===== src/rtl/cpu6502_pkg.sv =====
// Shared cpu6502 definitions: opcodes, bus direction encoding, TCU width and
// the timing-control FSM state encoding.
package cpu6502_pkg;

    localparam int TCU_WIDTH = 4;

    localparam logic [7:0] OP_BRK     = 8'h00;
    localparam logic [7:0] OP_LDA_IMM = 8'hA9;
    localparam logic [7:0] OP_LDA_ABS = 8'hAD;
    localparam logic [7:0] OP_NOP     = 8'hEA;

    localparam logic RW_READ  = 1'b1;
    localparam logic RW_WRITE = 1'b0;

    typedef enum logic [1:0] {
        ST_RESET = 2'd0,
        ST_RUN   = 2'd1,
        ST_JAM   = 2'd2
    } tcu_state_e;

endpackage


===== src/rtl/timing_control.sv =====
// Instruction register and timing-control-unit state for the cpu6502 core:
// reset BRK entry, RDY stalling, jam detection and a retired-fetch counter.
module timing_control
    import cpu6502_pkg::*;
#(
    parameter int MAX_TCU     = 7,
    parameter int COUNT_WIDTH = 16
) (
    input  logic                   i_clk,
    input  logic                   i_reset_n,
    input  logic [7:0]             i_data,
    input  logic [TCU_WIDTH-1:0]   i_tcu_next,
    input  logic                   i_rw,
    input  logic                   i_rdy,
    output logic [7:0]             o_ir,
    output logic [TCU_WIDTH-1:0]   o_tcu,
    output logic                   o_sync,
    output logic                   o_rst_seq,
    output logic                   o_jam,
    output logic [COUNT_WIDTH-1:0] o_instr_count
);

    tcu_state_e             state_q, state_d;
    logic [7:0]             ir_q, ir_d;
    logic [TCU_WIDTH-1:0]   tcu_q, tcu_d;
    logic [COUNT_WIDTH-1:0] count_q, count_d;

    logic jam_req;
    logic stall;
    logic in_t0;

    assign jam_req = i_tcu_next > TCU_WIDTH'(MAX_TCU);
    assign stall   = !i_rdy && (i_rw == RW_READ);
    assign in_t0   = (tcu_q == '0);

    // NOTE: every variable gets its hold value first, so paths that do not
    // assign it cannot infer a latch.
    always_comb begin
        state_d = state_q;
        ir_d    = ir_q;
        tcu_d   = tcu_q;
        count_d = count_q;

        if (state_q == ST_JAM) begin
            // Sticky until reset.
        end else if (jam_req) begin
            // A jam request outranks a stall in the same cycle.
            state_d = ST_JAM;
        end else if (!stall) begin
            tcu_d = i_tcu_next;
            if (in_t0) begin
                ir_d    = i_data;
                count_d = count_q + COUNT_WIDTH'(1);
            end
            // The forced BRK has finished once the decoder returns to T0.
            if (state_q == ST_RESET && !in_t0 && i_tcu_next == '0) begin
                state_d = ST_RUN;
            end
        end
    end

    // Reset enters BRK at T1 so the first cycle out of reset skips the fetch.
    // NOTE: state registers use non-blocking assignments so every flop samples
    // the pre-edge values regardless of statement order.
    always_ff @(posedge i_clk or negedge i_reset_n) begin
        if (!i_reset_n) begin
            state_q <= ST_RESET;
            ir_q    <= OP_BRK;
            tcu_q   <= TCU_WIDTH'(1);
            count_q <= '0;
        end else begin
            state_q <= state_d;
            ir_q    <= ir_d;
            tcu_q   <= tcu_d;
            count_q <= count_d;
        end
    end

    assign o_ir          = ir_q;
    assign o_tcu         = tcu_q;
    assign o_instr_count = count_q;
    assign o_rst_seq     = (state_q == ST_RESET);
    assign o_jam         = (state_q == ST_JAM);
    assign o_sync        = in_t0 && (state_q != ST_JAM);

endmodule


===== config.mk =====
export PLATFORM = sky130hd
export DESIGN_NAME = timing_control
export DESIGN_NICKNAME = d
export VERILOG_FILES = /design/src/rtl/cpu6502_pkg.sv /design/src/rtl/timing_control.sv
export SDC_FILE = /design/constraint.sdc
export NUM_CORES = 1
export LEC_CHECK = 0
export ABC_AREA = 1
export CAP_MARGIN = 20
export CORE_UTILIZATION = 47
export CTS_CLUSTER_DIAMETER = 30
export DETAILED_ROUTE_END_ITERATION = 16
export GPL_TIMING_DRIVEN = 0
export HOLD_SLACK_MARGIN = 0.12
export PLACE_DENSITY = 0.79
export SLEW_MARGIN = 0
export SYNTH_ARGS = -nofsm -noshare
export SYNTH_HDL_FRONTEND = slang
export SYNTH_SLANG_ARGS = --single-unit

===== constraint.sdc =====
create_clock -name i_clk -period 1.68 [get_ports i_clk]
set_input_delay 0.336 -clock i_clk [delete_from_list [all_inputs] [get_ports i_clk]]
set_output_delay 0.336 -clock i_clk [all_outputs]
set_load 0.1 [all_outputs]

==> impl_metrics.env <==
export IMPL_status="complete, but fails checks"
export IMPL_violations="negative setup slack"
export IMPL_rsz0062_at_grt="yes"
export IMPL_antenna_found_initial=0
export IMPL_min_period_ns=1.77
export IMPL_yosys_cell_types_count=28
export IMPL_criticalPathCategory="flip-flop to output pin"
export IMPL_gp_congestion=0.799
export IMPL_powerDensity_nw_per_um2=684
export IMPL_peakVddDrop_uv=469
export IMPL_drtIter0Drc=89
export IMPL_vias=1453
export IMPL_wl_um=3440
export IMPL_areaGrowthSynthToFinish_pct=40.0
export IMPL_pwr_share_seq=0.488
export IMPL_cts_root_buf="clkbuf_4"
export IMPL_reg2reg_from="o_tcu[0]"
export IMPL_comb_power_share=0.162
export IMPL_cts_sinks=30
export IMPL_start_util=0.512
export IMPL_max_freq_ghz=0.566
export IMPL_slew_headroom=0.618
export IMPL_finalNetCount=272
export IMPL_crit_path_end="o_sync"
export IMPL_dr_pass1_iters=4
export IMPL_syn_area_per_cell_um2=8.20
export IMPL_cp_max_fo=6
export IMPL_die_x_um=60.6
export IMPL_grtUsageTotal=0.216
export IMPL_cts_htree_levels=2
export IMPL_dp_hpwl_um=2560
export IMPL_critPathRequiredTime_ns=1.34
export IMPL_wire_per_inst_um=11.5
export IMPL_crit_chain="nor2_4, nand3_4, clkinvlp_4, buf_8"
export IMPL_cp_buffers_inverters=2
export IMPL_cts_tree="done"
export IMPL_dieArea_um2=3680
export IMPL_path_depth=4
export IMPL_timing_final_hold_violations=0
export IMPL_syn_inst=197
export IMPL_clock_path_buffers=2
export IMPL_ant_nets=0
export IMPL_cts_buffers=5
export IMPL_chipHeight_um=60.6
export IMPL_drive_gt1_frac=0.313
export IMPL_cp_slowest_cell="dfstp_4"
export IMPL_rrSetupSlack_ns=0.18
export IMPL_yosys_warnings=0
export IMPL_grt_pass1_vias=1344
export IMPL_p_int_mw=1.10
export IMPL_dpl_cell_area_um2=2200
export IMPL_clk_pin_slew_worst_paths_ns=0.09
export IMPL_crit_path_end_kind="output pin"
export IMPL_period_share=1.05
export IMPL_antenna_cells=0
export IMPL_portBuffers=46
export IMPL_drc_errors=0
export IMPL_core_area_um2=3150
export IMPL_cp_start_kind="flip-flop"
export IMPL_path_delay_family="flip-flops"
export IMPL_grt_first_pass_wirelength_um=5800
export IMPL_utilization=0.717
export IMPL_synth_seq_cells=30
export IMPL_reg2reg_depth=8
export IMPL_ios=47
export IMPL_via_per_inst=4.84
export IMPL_maxSlewViolCount=0
export IMPL_finalClockSkew_ns=0.00973
export IMPL_crit_arrival_ns=1.43
export IMPL_hp_class="input pin to async pin"
export IMPL_clk_latency_ns=0.34
export IMPL_p_leak_nw=1.07
export IMPL_pwr_share_clk=0.350
export IMPL_grt_overflow=0
export IMPL_switching_power_uw=448
export IMPL_cap_violations=0
export IMPL_worst_pin_slew_ns=0.572
export IMPL_syn_nets=214
export IMPL_row_count=20
export IMPL_fin_ws_ns=-0.0864
export IMPL_grt_max_degree=21
export IMPL_total_power_mw=1.55
export IMPL_hold_slack_ns=0.357
export IMPL_ys_seq_area_frac=0.466
export IMPL_design_area_um2=2260
export IMPL_netlist_area_um2=1620
export IMPL_worstSetupStartpoint="o_tcu[0]"
export IMPL_finalSetupViolations=1
export IMPL_switching_share=0.289
export IMPL_r2r_end="o_instr_count[10]"
export IMPL_slowest_delay_ns=0.64
## area by class of cell
type / instances / area [um2]
tap: 44 / 55.1
multi-input combinational: 140 / 727
buffer: 4 / 50.0
fill: 260 / 892
sequential: 30 / 778
timing repair buffer: 52 / 485
clock buffer: 8 / 78.8
inverter: 22 / 86.3
## flip-flops by register name (all words and copies together), names as in the netlist
signal         flops
o_instr_count     16
o_ir               8
state_q            2
o_tcu              4
## power groups by stage
stage	clock, mW	sequential (mW)	combinational, mW
after floorplan	0	0.892	0.0333
after global placement	0	0.769	0.247
after detailed placement	0	0.770	0.257
after CTS	0.561	0.756	0.251
after global routing	0.585	0.757	0.265
final	0.542	0.755	0.251
## Yosys cell counts (all sizes together)
| library cell | number | area, um2 |
|---|---|---|
| nor2 | 14 | 111 |
| buf | 3 | 46.3 |
| inv | 22 | 82.6 |
| nand3b | 4 | 30.0 |
| nor3 | 2 | 10.0 |
| a21oi | 1 | 5.00 |
| nand2 | 76 | 295 |
| xor2 | 2 | 25.0 |
| dfrtp | 29 | 726 |
| o21ai | 15 | 75.1 |
| ha | 1 | 12.5 |
| clkbuf | 2 | 7.51 |
| a22oi | 1 | 7.51 |
| dfstp | 1 | 26.3 |
| and2 | 1 | 7.51 |
| nand4 | 10 | 62.6 |
| nand3 | 11 | 67.6 |
| xnor2 | 2 | 17.5 |
## how the worst min path moves through the flow
stage | cells past startpoint | endpoint | slack [ns]
6_report | 1 | o_instr_count[15] | 0.36
5_1_grt | 1 | o_instr_count[1] | 0.38
3_3_place_gp | 2 | o_ir[4] | 0.48
4_1_cts | 1 | o_instr_count[15] | 0.36
3_5_place_dp | 2 | o_ir[7] | 0.49
2_1_floorplan | 0 | o_instr_count[10] | 0.04
## per-stage QoR
| stage | instances | worst slack, ns | TNS [ns] |
|---|---|---|---|
| global placement | 287 | -0.717 | -14.46 |
| finish | 300 | -0.0864 | -0.0864 |
| global route | 300 | -0.137 | -0.137 |
| CTS | 296 | -0.253 | -0.253 |
| detailed placement | 288 | -0.719 | -6.36 |
| floorplan | 197 | -0.188 | -0.188 |
## routing by layer
metal,track usage,routed length [um],share of wire,vias up
li1,-,-,-,746
met1,0.250,1470,0.43,652
met2,0.361,1680,0.49,47
met3,0.0640,210,0.061,8
met4,0.117,74,0.022,0
met5,0,0,0,-
## kinds of logic after synthesis
group / after synthesis / synth area share
AOI/OAI and AO/OA: 17 / 0.0542
and+or+nand+nor: 118 / 0.362
adders and majority gates: 1 / 0.00774
xor gates and xnor gates: 4 / 0.0263
DFF: 30 / 0.466
buffers and inverters: 27 / 0.0844
## what timing repair did
action,in CTS,in global routing
setup buffers,0,5
pin swaps,0,1
hold buffers,0,0
endpoints found under the hold margin,0,0
setup endpoints to repair,31,12
resized for setup,119,16
## cells in the final DEF, fill, tap and decap left out, types with 2 or more instances in the layout
| cell type | synthesis | final |
|---|---|---|
| clkdlybuf4s50_1 | 0 | 15 |
| nand2_1 | 72 | 72 |
| dfrtp_1 | 29 | 15 |
| nor3_1 | 2 | 2 |
| nand3_1 | 10 | 10 |
| nand2_2 | 4 | 4 |
| dfrtp_2 | 0 | 12 |
| nor2_4 | 5 | 5 |
| nor2_1 | 6 | 6 |
| clkbuf_4 | 0 | 5 |
| clkbuf_8 | 0 | 3 |
| buf_6 | 1 | 2 |
| nor2_2 | 2 | 2 |
| xnor2_1 | 2 | 2 |
| clkdlybuf4s15_2 | 0 | 11 |
| nand4_1 | 10 | 10 |
| clkdlybuf4s18_2 | 0 | 5 |
| nand3b_1 | 4 | 4 |
| dfrtp_4 | 0 | 2 |
| buf_2 | 0 | 11 |
| inv_1 | 21 | 20 |
| o21ai_0 | 14 | 14 |
| buf_4 | 0 | 7 |
| buf_8 | 1 | 2 |
No activity file was read; power rests on OpenSTA's default activity.
